--- src/rtl/pass_sched_pkg.sv ---
// Shared constants and encodings for the layer-level pass scheduler.
// ID table geometry follows the PE array size.
package pass_sched_pkg;

    localparam int NUMS_PE_ROW    = 6;
    localparam int NUMS_PE_COL    = 8;
    localparam int ID_XID_ENTRIES = NUMS_PE_ROW * NUMS_PE_COL;
    localparam int ID_YID_ENTRIES = NUMS_PE_ROW;
    localparam int ID_TABLE_DEPTH = 4 * (ID_XID_ENTRIES + ID_YID_ENTRIES);

    typedef enum logic [2:0] {
        ST_IDLE       = 3'd0,
        ST_LOAD_ID    = 3'd1,
        ST_LOAD_DRAIN = 3'd2,
        ST_SETUP      = 3'd3,
        ST_RUN        = 3'd4,
        ST_RELEASE    = 3'd5,
        ST_ADVANCE    = 3'd6,
        ST_FINISH     = 3'd7
    } sched_state_e;

    typedef enum logic [2:0] {
        WSEL_IFMAP_X  = 3'd0,
        WSEL_FILTER_X = 3'd1,
        WSEL_IPSUM_X  = 3'd2,
        WSEL_OPSUM_X  = 3'd3,
        WSEL_IFMAP_Y  = 3'd4,
        WSEL_FILTER_Y = 3'd5,
        WSEL_IPSUM_Y  = 3'd6,
        WSEL_OPSUM_Y  = 3'd7
    } id_wsel_e;

endpackage

--- src/rtl/pass_scheduler_id_table_loader.sv ---
// Streams the flat ID memory (XID tables then YID tables) into the pass
// controller's ID write port, one entry per cycle, writes trailing reads by one cycle.
module id_table_loader
    import pass_sched_pkg::*;
#(
    parameter int XID_BITS = 8,
    parameter int YID_BITS = 8
) (
    input  logic                clk,
    input  logic                rst_n,
    input  logic                start,
    output logic                done,
    output logic                id_rd_en,
    output logic [7:0]          id_rd_addr,
    input  logic [XID_BITS-1:0] id_rd_data,
    output logic                ctrl_ID_wen,
    output logic [2:0]          ctrl_ID_wsel,
    output logic [5:0]          ctrl_ID_widx,
    output logic [XID_BITS-1:0] ctrl_ID_wdata
);

    localparam logic [7:0] LAST_ADDR  = 8'(ID_TABLE_DEPTH - 1);
    localparam logic [5:0] X_LAST_IDX = 6'(ID_XID_ENTRIES - 1);
    localparam logic [5:0] Y_LAST_IDX = 6'(ID_YID_ENTRIES - 1);
    localparam logic [XID_BITS-1:0] Y_MASK = XID_BITS'((64'd1 << YID_BITS) - 64'd1);

    logic                rd_en_q;
    logic [7:0]          rd_addr_q;
    logic [2:0]          rd_sel_q;
    logic [5:0]          rd_idx_q;
    logic                wen_q;
    logic [2:0]          wsel_q;
    logic [5:0]          widx_q;
    logic [5:0]          idx_last_s;
    logic                last_rd_s;
    logic [XID_BITS-1:0] wdata_s;

    assign last_rd_s = rd_en_q && (rd_addr_q == LAST_ADDR);

    // Selects the final index of the table being read; YID tables are shorter.
    always_comb begin
        if (rd_sel_q[2]) begin
            idx_last_s = Y_LAST_IDX;
        end else begin
            idx_last_s = X_LAST_IDX;
        end
    end

    // Read side: flat address and its (sel, idx) split advance together, no division needed.
    always_ff @(posedge clk or negedge rst_n) begin
        if (!rst_n) begin
            rd_en_q   <= 1'b0;
            rd_addr_q <= 8'd0;
            rd_sel_q  <= 3'd0;
            rd_idx_q  <= 6'd0;
        end else if (start) begin
            rd_en_q   <= 1'b1;
            rd_addr_q <= 8'd0;
            rd_sel_q  <= 3'd0;
            rd_idx_q  <= 6'd0;
        end else if (last_rd_s) begin
            rd_en_q   <= 1'b0;
            rd_addr_q <= 8'd0;
            rd_sel_q  <= 3'd0;
            rd_idx_q  <= 6'd0;
        end else if (rd_en_q) begin
            rd_addr_q <= rd_addr_q + 8'd1;
            if (rd_idx_q == idx_last_s) begin
                rd_idx_q <= 6'd0;
                rd_sel_q <= rd_sel_q + 3'd1;
            end else begin
                rd_idx_q <= rd_idx_q + 6'd1;
            end
        end else begin
            rd_en_q <= 1'b0;
        end
    end

    // Write side: the table coordinates of each read are replayed one cycle later.
    always_ff @(posedge clk or negedge rst_n) begin
        if (!rst_n) begin
            wen_q  <= 1'b0;
            wsel_q <= 3'd0;
            widx_q <= 6'd0;
        end else if (rd_en_q) begin
            wen_q  <= 1'b1;
            wsel_q <= rd_sel_q;
            widx_q <= rd_idx_q;
        end else begin
            wen_q  <= 1'b0;
            wsel_q <= 3'd0;
            widx_q <= 6'd0;
        end
    end

    // Read data lands in the same cycle as its write strobe; YID entries keep only YID_BITS.
    always_comb begin
        if (!wen_q) begin
            wdata_s = '0;
        end else if (wsel_q[2]) begin
            wdata_s = id_rd_data & Y_MASK;
        end else begin
            wdata_s = id_rd_data;
        end
    end

    assign done          = last_rd_s;
    assign id_rd_en      = rd_en_q;
    assign id_rd_addr    = rd_addr_q;
    assign ctrl_ID_wen   = wen_q;
    assign ctrl_ID_wsel  = wsel_q;
    assign ctrl_ID_widx  = widx_q;
    assign ctrl_ID_wdata = wdata_s;

endmodule

--- src/rtl/pass_scheduler.sv ---
// Layer-level scheduler: loads PE ID tables, then sequences M x C passes of the
// pass controller with adder-only base address generation.
module pass_scheduler
    import pass_sched_pkg::*;
#(
    parameter int XID_BITS = 8,
    parameter int YID_BITS = 8
) (
    input  logic                clk,
    input  logic                rst_n,
    input  logic                cmd_valid,
    output logic                cmd_ready,
    input  logic [31:0]         cmd_op_config,
    input  logic [31:0]         cmd_mapping_param,
    input  logic [31:0]         cmd_shape_param1,
    input  logic [31:0]         cmd_shape_param2,
    input  logic [31:0]         cmd_filter_region,
    input  logic [31:0]         cmd_ifmap_region,
    input  logic [31:0]         cmd_bias_region,
    input  logic [31:0]         cmd_opsum_region,
    input  logic [31:0]         cmd_filter_stride,
    input  logic [31:0]         cmd_ifmap_stride,
    input  logic [31:0]         cmd_bias_stride,
    input  logic [31:0]         cmd_opsum_stride,
    input  logic [7:0]          cmd_m_groups,
    input  logic [7:0]          cmd_c_groups,
    output logic                id_rd_en,
    output logic [7:0]          id_rd_addr,
    input  logic [XID_BITS-1:0] id_rd_data,
    output logic                ctrl_ID_wen,
    output logic [2:0]          ctrl_ID_wsel,
    output logic [5:0]          ctrl_ID_widx,
    output logic [XID_BITS-1:0] ctrl_ID_wdata,
    output logic [31:0]         op_config,
    output logic [31:0]         mapping_param,
    output logic [31:0]         shape_param1,
    output logic [31:0]         shape_param2,
    output logic [31:0]         filter_baseaddr,
    output logic [31:0]         ifmap_baseaddr,
    output logic [31:0]         bias_baseaddr,
    output logic [31:0]         opsum_baseaddr,
    output logic                bias_ipsum_sel,
    input  logic                pass_done,
    output logic                busy,
    output logic                layer_done
);

    sched_state_e state_q;
    logic        cmd_ready_q;
    logic [31:0] op_cfg_q, mapping_q, shape1_q, shape2_q;
    logic [31:0] ifmap_region_q;
    logic [31:0] filter_stride_q, ifmap_stride_q, bias_stride_q, opsum_stride_q;
    logic [7:0]  m_groups_q, c_groups_q, m_idx_q, c_idx_q;
    logic [31:0] filter_ptr_q, ifmap_ptr_q, bias_ptr_q, opsum_ptr_q;
    logic        accept_s, load_start_s, load_done_s, last_c_s, last_pass_s;

    assign accept_s     = (state_q == ST_IDLE) && cmd_ready_q && cmd_valid;
    assign load_start_s = accept_s && (cmd_m_groups != 8'd0) && (cmd_c_groups != 8'd0);
    assign last_c_s     = (c_idx_q == c_groups_q - 8'd1);
    assign last_pass_s  = last_c_s && (m_idx_q == m_groups_q - 8'd1);

    id_table_loader #(
        .XID_BITS (XID_BITS),
        .YID_BITS (YID_BITS)
    ) u_loader (
        .clk           (clk),
        .rst_n         (rst_n),
        .start         (load_start_s),
        .done          (load_done_s),
        .id_rd_en      (id_rd_en),
        .id_rd_addr    (id_rd_addr),
        .id_rd_data    (id_rd_data),
        .ctrl_ID_wen   (ctrl_ID_wen),
        .ctrl_ID_wsel  (ctrl_ID_wsel),
        .ctrl_ID_widx  (ctrl_ID_widx),
        .ctrl_ID_wdata (ctrl_ID_wdata)
    );

    // Layer FSM: command latch, pass sequencing and pointer advance (m outer, c inner).
    always_ff @(posedge clk or negedge rst_n) begin
        if (!rst_n) begin
            state_q         <= ST_IDLE;
            cmd_ready_q     <= 1'b0;
            op_cfg_q        <= 32'd0;
            mapping_q       <= 32'd0;
            shape1_q        <= 32'd0;
            shape2_q        <= 32'd0;
            ifmap_region_q  <= 32'd0;
            filter_stride_q <= 32'd0;
            ifmap_stride_q  <= 32'd0;
            bias_stride_q   <= 32'd0;
            opsum_stride_q  <= 32'd0;
            m_groups_q      <= 8'd0;
            c_groups_q      <= 8'd0;
            m_idx_q         <= 8'd0;
            c_idx_q         <= 8'd0;
            filter_ptr_q    <= 32'd0;
            ifmap_ptr_q     <= 32'd0;
            bias_ptr_q      <= 32'd0;
            opsum_ptr_q     <= 32'd0;
        end else begin
            case (state_q)
                ST_IDLE: begin
                    cmd_ready_q <= 1'b1;
                    if (accept_s) begin
                        cmd_ready_q     <= 1'b0;
                        op_cfg_q        <= cmd_op_config;
                        mapping_q       <= cmd_mapping_param;
                        shape1_q        <= cmd_shape_param1;
                        shape2_q        <= cmd_shape_param2;
                        ifmap_region_q  <= cmd_ifmap_region;
                        filter_stride_q <= cmd_filter_stride;
                        ifmap_stride_q  <= cmd_ifmap_stride;
                        bias_stride_q   <= cmd_bias_stride;
                        opsum_stride_q  <= cmd_opsum_stride;
                        m_groups_q      <= cmd_m_groups;
                        c_groups_q      <= cmd_c_groups;
                        m_idx_q         <= 8'd0;
                        c_idx_q         <= 8'd0;
                        filter_ptr_q    <= cmd_filter_region;
                        ifmap_ptr_q     <= cmd_ifmap_region;
                        bias_ptr_q      <= cmd_bias_region;
                        opsum_ptr_q     <= cmd_opsum_region;
                        state_q         <= load_start_s ? ST_LOAD_ID : ST_FINISH;
                    end
                end
                ST_LOAD_ID: begin
                    if (load_done_s) begin
                        state_q <= ST_LOAD_DRAIN;
                    end
                end
                ST_LOAD_DRAIN: state_q <= ST_SETUP;
                ST_SETUP:      state_q <= ST_RUN;
                ST_RUN: begin
                    if (pass_done) begin
                        state_q <= ST_RELEASE;
                    end
                end
                ST_RELEASE: begin
                    if (!pass_done) begin
                        state_q <= last_pass_s ? ST_FINISH : ST_ADVANCE;
                    end
                end
                ST_ADVANCE: begin
                    filter_ptr_q <= filter_ptr_q + filter_stride_q;
                    if (!last_c_s) begin
                        c_idx_q     <= c_idx_q + 8'd1;
                        ifmap_ptr_q <= ifmap_ptr_q + ifmap_stride_q;
                    end else begin
                        c_idx_q     <= 8'd0;
                        ifmap_ptr_q <= ifmap_region_q;
                        m_idx_q     <= m_idx_q + 8'd1;
                        bias_ptr_q  <= bias_ptr_q + bias_stride_q;
                        opsum_ptr_q <= opsum_ptr_q + opsum_stride_q;
                    end
                    state_q <= ST_SETUP;
                end
                ST_FINISH: begin
                    cmd_ready_q <= 1'b1;
                    state_q     <= ST_IDLE;
                end
                default: begin
                    cmd_ready_q <= 1'b0;
                    state_q     <= ST_IDLE;
                end
            endcase
        end
    end

    // Bit 0 of the latched config is replaced by the pass start strobe.
    assign op_config       = (op_cfg_q & ~32'd1) | {31'd0, (state_q == ST_RUN)};
    assign cmd_ready       = cmd_ready_q;
    assign mapping_param   = mapping_q;
    assign shape_param1    = shape1_q;
    assign shape_param2    = shape2_q;
    assign filter_baseaddr = filter_ptr_q;
    assign ifmap_baseaddr  = ifmap_ptr_q;
    assign bias_baseaddr   = bias_ptr_q;
    assign opsum_baseaddr  = opsum_ptr_q;
    assign bias_ipsum_sel  = (state_q != ST_IDLE) && (c_idx_q == 8'd0);
    assign busy            = (state_q != ST_IDLE);
    assign layer_done      = (state_q == ST_FINISH);

endmodule
--- config.mk ---
export PLATFORM = sky130hd
export DESIGN_NAME = pass_scheduler
export DESIGN_NICKNAME = d
export VERILOG_FILES = /design/src/rtl/pass_sched_pkg.sv /design/src/rtl/pass_scheduler_id_table_loader.sv /design/src/rtl/pass_scheduler.sv
export SDC_FILE = /design/constraint.sdc
export NUM_CORES = 1
export LEC_CHECK = 0
export ABC_AREA = 1
export CAP_MARGIN = 25
export CORE_AREA = 4 4 269 271
export DETAILED_ROUTE_END_ITERATION = 10
export DIE_AREA = 0 0 273 275
export GPL_ROUTABILITY_DRIVEN = 0
export PLACE_DENSITY = 0.71
export SLEW_MARGIN = 10
export SYNTH_ARGS = -nofsm -noshare
export SYNTH_HDL_FRONTEND = slang
export SYNTH_SLANG_ARGS = --single-unit
--- constraint.sdc ---
create_clock -name clk -period 2.6 [get_ports clk]
set_input_delay 0.52 -clock clk [delete_from_list [all_inputs] [get_ports clk]]
set_output_delay 0.52 -clock clk [all_outputs]
set_load 0.03 [all_outputs]
# ---- After elaboration in Yosys (flattened, before gate mapping)
# Cells that the tools add are included.
# Widths: inputs -> output; s select.
dict set report classes {
  add_sub_neg 11
  multipliers 0
  n_div 0
  magnitude_cmp 0
  n_eq_ne 16
  shifts 0
  mux 43
  bitwise 1
  reduce_logical 22
}
# cell count
set ops {}
lappend ops {{$pmux 32 s2} 4}
lappend ops {{$mux 32} 7}
lappend ops {{$add 32x32->32} 4}
lappend ops {{$mux 8} 7}
lappend ops {{$mux 6} 6}
lappend ops {{$or 32x1->32} 1}
lappend ops {{$pmux 8 s2} 2}
lappend ops {{$mux 3} 10}
lappend ops {{$add 8x1->8 const B} 3}
lappend ops {{$pmux 3 s7} 1}
lappend ops {{$eq 8x8->1} 2}
lappend ops {{$reduce_bool 8->1} 2}
lappend ops {{$sub 8x1->8 const B} 2}
lappend ops {{$eq 3x3->1 const B} 4}
lappend ops {{$ne 2x2->1 const B} 5}
lappend ops {{$reduce_bool 3->1} 3}
lappend ops {{$eq 8x8->1 const B} 1}
lappend ops {{$logic_not 8->1} 1}
lappend ops {{$logic_and 1x1->1} 7}
lappend ops {{$add 6x1->6 const B} 1}
lappend ops {{$eq 3x2->1 const B} 2}
lappend ops {{$eq 6x6->1} 1}
lappend ops {{$reduce_and 2->1} 3}
lappend ops {{$mux 1} 5}
lappend ops {{other kinds (8)} 9}
dict set report totals {
  ff_bits 480
  latchBits 0
  mem_bits_rw 0
  rom_bits 0
  inputBits 412
  out_inout_bits 287
  elab_cells 119
  memories 0
}

# ---- Depth between registers and ports, before layout
# Gate-level depths: netlist of run 1.
dict set report depth {
  depth_word 8
  mapped_depth 16
  depth_no_buf 16
}

# ---- By module
# Synthesis of run 1 repeated with hierarchy kept, for this count alone.
dict set report unflattened {
  hier_cells 4458
  hier_area_um2 29962.5
}
# module n_inst cells_each area_per_inst_um2 seq_area_each_um2
set by_module_without_submodules {}
lappend by_module_without_submodules {pass_scheduler 1 4290 28548.6 11285.8}
lappend by_module_without_submodules {id_table_loader 1 168 1413.9 700.7}

# ---- Worst setup path before layout of run 1
# No wires, ideal clock.
dict set report synth_timing {
  path_kind {register to register}
  start {register ifmap_ptr_q[0] (netlist: ifmap_baseaddr[0])}
  end {register ifmap_ptr_q[28] (netlist: ifmap_baseaddr[28])}
  setup_time_ps 117
  arrival_ps 2030
  required_time_ps 2483
  path_slack_ps 453
  stages_incl_launch_ff 16
  path_buffers 0
  synth_period_minus_slack_ps 2147
  cell_sequence {dfrtp_1 ha_1 inv_1 fa_1 inv_1 nand3_1 nand3_1 nand3_1 nand3_1 nand2_1 nand2_1 nand2_1 nand3_1 nand2_1 nand2_1 nand2_1}
}
dict set report synth_between {
  elab_chain_cells 3
}
# element line
set synth_lines {}
lappend synth_lines {{start: declaration} pass_scheduler.sv:54} ;# logic [31:0] filter_ptr_q, ifmap_ptr_q, bias_ptr_q, opsum_ptr_q;
lappend synth_lines {{start signal: assignment} pass_scheduler.sv:121} ;# ifmap_ptr_q <= cmd_ifmap_region;
lappend synth_lines {{start signal: assignment} pass_scheduler.sv:148} ;# ifmap_ptr_q <= ifmap_ptr_q + ifmap_stride_q;
lappend synth_lines {{start signal: assignment} pass_scheduler.sv:151} ;# ifmap_ptr_q <= ifmap_region_q;
lappend synth_lines {{$add 32x32->32} pass_scheduler.sv:148}
lappend synth_lines {{$mux 32} pass_scheduler.sv:146} ;# if (!last_c_s) begin
lappend synth_lines {{$pmux 32 s2} pass_scheduler.sv:102} ;# case (state_q)
# Every way passes these cells.
# A chain may end at the register's enable or synchronous reset.

# ---- Worst setup path after layout of run 1
dict set report layout_timing {
  start {register u_loader.wen_q (netlist: u_loader.ctrl_ID_wen)}
  end {output port ctrl_ID_wdata[5]}
}
dict set report layout_between {
  elab_chain_cells 1
}
# element line
set layout_lines {}
lappend layout_lines {{start: declaration} pass_scheduler_id_table_loader.sv:31} ;# logic wen_q;
lappend layout_lines {{start signal: assignment} pass_scheduler_id_table_loader.sv:82} ;# wen_q <= 1'b0;
lappend layout_lines {{start signal: assignment} pass_scheduler_id_table_loader.sv:86} ;# wen_q <= 1'b1;
lappend layout_lines {{start signal: assignment} pass_scheduler_id_table_loader.sv:90} ;# wen_q <= 1'b0;
lappend layout_lines {{$mux 8} pass_scheduler_id_table_loader.sv:98} ;# if (!wen_q) begin
lappend layout_lines {{end: declaration} pass_scheduler.sv:33} ;# output logic [XID_BITS-1:0] ctrl_ID_wdata,
# Every way passes these cells.

==> results of run 1 <==
==> sequential cells by signal, summed over array words and instances, names as in the netlist, 31 cells and up <==
register,count
bias_baseaddr,32
bias_stride_q,32
filter_baseaddr,32
filter_stride_q,32
ifmap_baseaddr,32
ifmap_region_q,32
ifmap_stride_q,32
mapping_param,32
op_cfg_q,31
opsum_baseaddr,32
opsum_stride_q,32
shape_param1,32
shape_param2,32
==> metrics by stage <==
stage | hold WS, ns | instances | total power (W) | util [%]
2_1_floorplan | 0.224 | 4396 | 0.0331 | -
3_3_place_gp | 0.458 | 5979 | 0.0437 | 54.6
3_5_place_dp | 0.464 | 5979 | 0.0442 | 54.6
4_1_cts | 0.381 | 6076 | 0.0523 | 57.1
5_1_grt | 0.407 | 6083 | 0.0564 | 57.2
6_report | 0.429 | 6086 | 0.0521 | 57.2
==> worst min-delay path, delay by kind of cell <==
kind	cells	cell delay (ns)
buf+inv	1	0.39
simple gates	2	0.10
==> power breakdown <==
group | internal (W) | total [W] | leakage, nW | switching, W
registers | 0.0108 | 0.0134 | 6.01 | 0.00262
clock network | 0.00456 | 0.00778 | 0.874 | 0.00322
logic | 0.0115 | 0.0309 | 14.3 | 0.0195
==> final timing paths <==
kind | start | end | slack [ns]
min reg2reg | shape_param2[5]$_DFFE_PN0P_ | shape_param2[5]$_DFFE_PN0P_ | 0.48
max reg2reg | c_groups_q[0]$_DFFE_PN0P_ | opsum_baseaddr[24]$_DFFE_PN0P_ | 0.22
min | cmd_mapping_param[31] | mapping_param[31]$_DFFE_PN0P_ | 0.43
min in group asynchronous | rst_n | opsum_stride_q[23]$_DFFE_PN0P_ | 0.50
max in group asynchronous | rst_n | op_cfg_q[30]$_DFFE_PN0P_ | 1.25
max | u_loader.ctrl_ID_wen$_DFF_PN0_ | ctrl_ID_wdata[5] | 0.15
==> metal layers <==
| metal | part of all wire, % | routed length (um) |
|---|---|---|
| met5 | 0.058 | 60 |
| met4 | 4.0 | 4110 |
| met3 | 6.8 | 7020 |
| met2 | 49 | 51000 |
| met1 | 40 | 41500 |
==> layout make-up <==
type | instances | area, sq um
diodes | 10 | 25.0
well taps | 940 | 1180
clock buffers | 72 | 1470
clock inverters | 24 | 305
flip-flops and latches | 479 | 12000
inverters | 536 | 2020
multi-input cells | 3255 | 15100
repair buffers | 770 | 7820
fillers | 6599 | 29900
==> logic make-up after synthesis <==
logic type                 synth area share [%]
adders and majority gates                  5.84
buffers and inverters                      8.84
xor gates and xnor gates                   1.80
and+or+nand+nor                            36.8
DFF                                        40.4
AOI/OAI and AO/OA                          6.34
==> timing repair <==
item / CTS / global route
endpoints found under the hold margin: 32 / 0
hold buffers: 1 / 0
pin swaps: 0 / 0
setup endpoints to repair: 3 / 7
gates resized for setup: 3 / 8
==> placed cells by master, fill, tap and decap left out, types with 45 or more instances in the layout <==
| cell type | n |
|---|---|
| nand2_1 | 2098 |
| dfrtp_1 | 479 |
| o21ai_0 | 139 |
| clkdlybuf4s50_1 | 692 |
| clkbuf_16 | 54 |
| buf_4 | 49 |
| nand3_1 | 251 |
| inv_1 | 528 |
| a21oi_1 | 119 |
| or2_2 | 45 |
| nor2_1 | 220 |
| ha_1 | 131 |
==> flow_metrics.py, run 1 <==
metrics = {
    "global_route": {
        "grt_overflow": 0,
        "met1_usage_pct": 32.2,
        "use_met3_pct": 5.53,
        "met2_usage_pct": 47.2,
        "antenna_found_initial": 15,
        "grt_pass1_vias": 29100,
        "grt_pass1_wl_mm": 160,
        "grt_max_degree": 123,
        "grtUsageTotal_pct": 26.8,
        "gr-max-usage-layer": "met2",
    },
    "layout": {
        "final_cell_area_sq_mm": 0.0399,
        "area_growth_pct": 34.5,
        "drive_gt1_share_pct": 4.52,
        "layout.nets": 5644,
    },
    "routing": {
        "wl_per_cell_um": 17.0,
        "drt_iter0_drc": 2264,
        "num_vias": 30000,
        "antenna_left": 0,
        "drt_wl_total_mm": 104,
        "drt-pass1-iter-count": 6,
        "drc": 0,
        "vias_per_cell": 4.92,
    },
    "logic_synthesis": {
        "synth_most_common_cell": "nand2_1",
        "synth_ff_type": "dfrtp_1",
        "yosysSeqAreaShare_pct": 40.4,
        "synth_area_sq_mm": 0.0297,
        "synthTopCellsByCount": "2100 x nand2_1, 528 x inv_1, 479 x dfrtp_1, 251 x nand3_1, 221 x nor2_1",
        "async_reset_ff_share_pct": 100,
        "yosys_register_bits": 479,
        "synth_edf_count": 0,
        "ys_warn_count": 0,
        "synth_area_per_cell_sq_um": 6.75,
        "synth.distinct_cells": 42,
        "synth_nets": 4944,
        "yosys.area.top_type": "dfrtp_1",
        "syn_inst": 4396,
        "netlist.area_leader.share_pct": 40.4,
        "synth.area.top_cells": "dfrtp_1 40%, nand2_1 27%, inv_1 6.7%, ha_1 5.6%, nand3_1 4.2%",
    },
    "run": {
        "drv_cap": 0,
    },
    "clocking": {
        "clock_sinks": 479,
        "cts_made_buffers": 54,
        "cts_tree": "yes",
        "clkLatencyLatePin_ns": 0.62,
        "cts.path.max_buffers": 3,
        "cts.clk_slew.worst_paths_ns": 0.06,
        "postCtsSetupBuffers": 0,
        "root_buffer": "clkbuf_16",
        "h-tree-depth": 2,
    },
    "setup_path": {
        "crit_path_end_kind": "primary output",
        "arrival_ns": 1.93,
        "critPathMaxFanout": 9,
        "ff2ff_path_depth": 12,
        "criticalPathCategory": "reg2out",
        "cp.depth": 3,
        "worstSetupStartpointType": "register",
        "crit_buf_inv": 2,
        "cp_top_family": "buffers and inverters",
        "crit_path_max_incr_delay_ns": 0.67,
        "cp_slowest_cell": "clkdlybuf4s50_1",
        "required_ns": 2.08,
        "critical_path.cell_chain": "nand2_1 -> inv_1 -> clkdlybuf4s50_1",
    },
    "placed_design": {
        "portBuffers": 697,
        "dp_slack_ns": -0.0374,
        "placed_cell_area_sq_mm": 0.0381,
        "hpwl_mm": 80.6,
    },
    "status": {
        "status": "finished clean",
    },
    "sta": {
        "rsz0062_at_grt": "false",
        "max_freq_mhz": 408,
        "fin_skew_ns": 0.0365,
        "max_slew.worst_pin.slew_ns": 0.622,
        "fin_crit_ns": 2.45,
        "setup_tns_ns": 0,
        "drv_slew": 0,
        "setup_viol_count_final": 0,
        "period_share_pct": 94.3,
        "fin_ws_ns": 0.149,
        "relSlewSlack_pct": 58.6,
        "hold_violations": 0,
    },
    "power": {
        "power_density_mw_per_mm2": 1310,
        "power.leakage_nw": 21.2,
        "ir_drop_v": 0.000781,
    },
    "floorplanning": {
        "rows": 97,
        "die_y_um": 275,
        "die_w_um": 273,
        "io_pins": 699,
        "dieArea_sq_mm": 0.0751,
        "start_util_pct": 42.5,
        "core_area_sq_mm": 0.0698,
    },
    "min_path": {
        "min_path_cells": 3,
        "min_path_type": "in2reg",
    },
}
(Power assumes the default switching activity.)
==> run 2, diff against run 1 <==
--- a/config.mk
+++ b/config.mk
@@ -7,12 +7,13 @@
 export LEC_CHECK = 0
 export ABC_AREA = 1
 export CAP_MARGIN = 25
-export CORE_AREA = 4 4 269 271
+export CORE_AREA = 2 2 268 270
 export DETAILED_ROUTE_END_ITERATION = 10
-export DIE_AREA = 0 0 273 275
+export DIE_AREA = 0 0 270 272
 export GPL_ROUTABILITY_DRIVEN = 0
 export PLACE_DENSITY = 0.71
 export SLEW_MARGIN = 10
 export SYNTH_ARGS = -nofsm -noshare
 export SYNTH_HDL_FRONTEND = slang
+export SYNTH_HIERARCHICAL = 1
 export SYNTH_SLANG_ARGS = --single-unit
==> run 2 against run 1 <==
Compared with the run above:
- the flow now finishes with violations (design-rule violations)
- combinational power is 5% higher
- clock power is 3.5% higher
- synthesized area rose by 1.0%
- sequential share of layout area is 0.31 points lower
- worst hold slack worse by 0.014 ns
- power is 3.6% higher
- global-route usage grew 2.0 points
- cell area up 1.1%
- non-clock buffer count fell by 1
- via count up 2.4%
- register-to-register slack lost 0.06 ns
- sequential power is essentially flat
- largest cell class unchanged
- highest routed layer unchanged
==> flow_metrics.py, run 2 <==
metrics = {
    "routing": {
        "num_vias": 30700,
        "antenna_left": 0,
        "wl_per_cell_um": 17.6,
        "drc": 3,
        "vias_per_cell": 4.99,
        "drt-pass1-iter-count": 9,
        "drt_wl_total_mm": 108,
        "drt_iter0_drc": 2705,
    },
    "setup_path": {
        "required_ns": 2.08,
        "worstSetupStartpointType": "register",
        "crit_path_max_incr_delay_ns": 0.45,
        "criticalPathCategory": "reg2out",
        "crit_buf_inv": 2,
        "cp_top_family": "buffers and inverters",
        "critical_path.cell_chain": "inv_1 -> nor2_1 -> dlygate4sd2_1",
        "critPathMaxFanout": 6,
        "crit_path_end_kind": "primary output",
        "arrival_ns": 1.97,
        "cp_slowest_cell": "dlygate4sd2_1",
    },
    "sta": {
        "fin_skew_ns": 0.0216,
        "setup_tns_ns": 0,
        "max_slew.worst_pin.slew_ns": 0.665,
        "hold_violations": 0,
        "whs_ns": 0.415,
        "setup_viol_count_final": 0,
        "relSlewSlack_pct": 55.7,
        "period_share_pct": 95.7,
        "max_freq_mhz": 402,
        "fin_crit_ns": 2.49,
        "rsz0062_at_grt": "false",
        "drv_slew": 0,
    },
    "layout": {
        "final_common_cell": "nand2_1",
        "layout.nets": 5698,
        "multi_input_area_sq_mm": 0.0154,
        "seq_area_sq_mm": 0.0120,
        "fin_cells": 6150,
        "nFillCells": 6739,
        "area_growth_pct": 34.5,
        "drive_gt1_share_pct": 4.62,
        "final_cell_mix": "2104 x nand2_1, 692 x clkdlybuf4s50_1, 537 x inv_1, 478 x dfrtp_1, 337 x nand3_1",
    },
    "clocking": {
        "cts_tree": "yes",
        "cts.path.max_buffers": 3,
        "postCtsSetupBuffers": 0,
        "h-tree-depth": 2,
        "cts.clk_slew.worst_paths_ns": 0.06,
        "clock_sinks": 479,
        "cts_made_buffers": 55,
        "root_buffer": "clkbuf_16",
        "clkLatencyLatePin_ns": 0.64,
    },
    "logic_synthesis": {
        "ys_warn_count": 6,
        "async_reset_ff_share_pct": 100,
        "synthTopCellsByCount": "2106 x nand2_1, 538 x inv_1, 479 x dfrtp_1, 337 x nand3_1, 193 x nor2_1",
        "synth_area_per_cell_sq_um": 6.72,
        "synth.area.top_cells": "dfrtp_1 40%, nand2_1 26%, inv_1 6.7%, nand3_1 5.6%, ha_1 5.5%",
        "yosys.area.top_type": "dfrtp_1",
        "netlist.area_leader.share_pct": 40.0,
        "synth_ff_type": "dfrtp_1",
        "synth_edf_count": 0,
        "synth_nets": 5006,
        "syn_inst": 4458,
        "synth_area_sq_mm": 0.0300,
        "synth.distinct_cells": 47,
        "yosys_register_bits": 479,
        "synth_most_common_cell": "nand2_1",
        "yosysSeqAreaShare_pct": 40.0,
    },
    "status": {
        "violations": "design-rule violations",
        "status": "finished, violations left",
    },
    "global_route": {
        "grt_pass1_vias": 29800,
        "grt_pass1_wl_mm": 167,
        "antenna_found_initial": 12,
        "grtUsageTotal_pct": 28.7,
        "grt_overflow": 0,
        "grt_max_degree": 124,
    },
    "floorplanning": {
        "die_w_um": 270,
        "rows": 98,
        "dieArea_sq_mm": 0.0734,
        "start_util_pct": 42.3,
        "core_area_sq_mm": 0.0708,
        "io_pins": 699,
        "die_y_um": 272,
    },
    "run": {
        "drv_cap": 0,
    },
    "placed_design": {
        "portBuffers": 697,
        "numPlacedInstances": 6041,
        "hpwl_mm": 83.4,
    },
    "min_path": {
        "min_path_type": "in2async",
    },
    "power": {
        "power.leakage_nw": 21.6,
        "power_density_mw_per_mm2": 1340,
        "power.total_w": 0.0540,
        "ir_drop_v": 0.000701,
    },
}
run 2: changes by cell type in the layout (fill, tap and decap cells not counted), sizes merged, moves of 3 or more:
cell / previous run / this run
clkbuf: 73 / 79
o21bai: 23 / 19
and3: 3 / 0
o21ai: 146 / 133
nor2: 226 / 199
and2: 6 / 11
xor2: 30 / 38
nor3: 35 / 29
a22o: 7 / 4
o22ai: 7 / 10
nand3: 253 / 340
nand3b: 10 / 13
o211ai: 16 / 4
inv: 536 / 548
run 2: kinds of logic (layout without fill, tap and decap cells):
group | after synthesis | after routing | synth area share, %
compound gates | 306 | 306 | 5.57
flops | 479 | 479 | 40.0
buf+inv | 682 | 1416 | 8.83
mux | 1 | 1 | 0.0376
other cells | 0 | 8 | 0
simple gates | 2784 | 2784 | 37.7
xor+xnor | 70 | 70 | 2.09
fa+ha+maj | 136 | 136 | 5.78
run 2: worst paths after layout:
check,from,to,slack (ns),cells after the start
max,state_q[2]$_DFFE_PN0P_,layer_done,0.11,3
min,rst_n,u_loader/rd_idx_q[0]$_DFFE_PN0P_,0.42,2
max reg2reg,ifmap_baseaddr[0]$_DFFE_PN0P_,ifmap_baseaddr[28]$_DFFE_PN0P_,0.16,15
min reg2reg,op_cfg_q[17]$_DFFE_PN0P_,op_cfg_q[17]$_DFFE_PN0P_,0.47,2
max in group asynchronous,rst_n,bias_baseaddr[16]$_DFFE_PN0P_,1.40,3
min in group clk,cmd_shape_param1[0],shape_param1[0]$_DFFE_PN0P_,0.42,3
run 2: through the flow:
| stage | setup slack (ns) | area (sq um) | utilization (%) |
|---|---|---|---|
| after floorplan | 0.413 | 30000 | - |
| after global placement | -0.102 | 38400 | 54.2 |
| after detailed placement | -0.0981 | 38400 | 54.2 |
| after CTS | 0.0355 | 40200 | 56.9 |
| after global routing | 0.00346 | 40300 | 57.0 |
| final | 0.112 | 40300 | 57.0 |
run 2: final cells by class:
type | count | share of cell area, %
multi-input combinational | 3297 | 38.1
sequential | 479 | 29.7
timing repair buffer | 769 | 19.4
inverter | 548 | 5.13
clock buffer | 78 | 3.88
tap | 950 | 2.95
clock inverter | 21 | 0.739
antenna | 8 | 0.0497
run 2: per-layer routing:
layer  global-route usage [%]  wire length, um  up-vias
met2                     48.0            50700     1118
met3                     5.47             7850      186
met5                        0               41        -
li1                         -                -    15200
met1                     37.1            45600    14200
met4                     10.5             4020        6
run 2: worst reg2reg max path, cell delays in order, from the launching register on:
cell and delay, ns:
dfrtp_1 0.42, ha_1 0.27, inv_1 0.08, fa_1 0.40, inv_1 0.12, nand3_1 0.08, nand3_1 0.16, nand2_1 0.09
nand3_1 0.18, nand2_1 0.14, nand2_1 0.09, nand2_1 0.05, nand3_1 0.08, nand2_1 0.06, nand2_1 0.06, nand2_1 0.05
run 2: where the power goes:
part / switching [W] / internal (W)
Sequential: 0.00282 / 0.0108
Clock: 0.00336 / 0.00469
Combinational: 0.0205 / 0.0119
run 2: timing repair:
item                                    in CTS  in global routing
hold endpoints to repair                    33                  0
resized for setup                            3                  7
endpoints found under the setup margin       3                 42
hold buffers                                 1                  0
cloned                                       0                  1
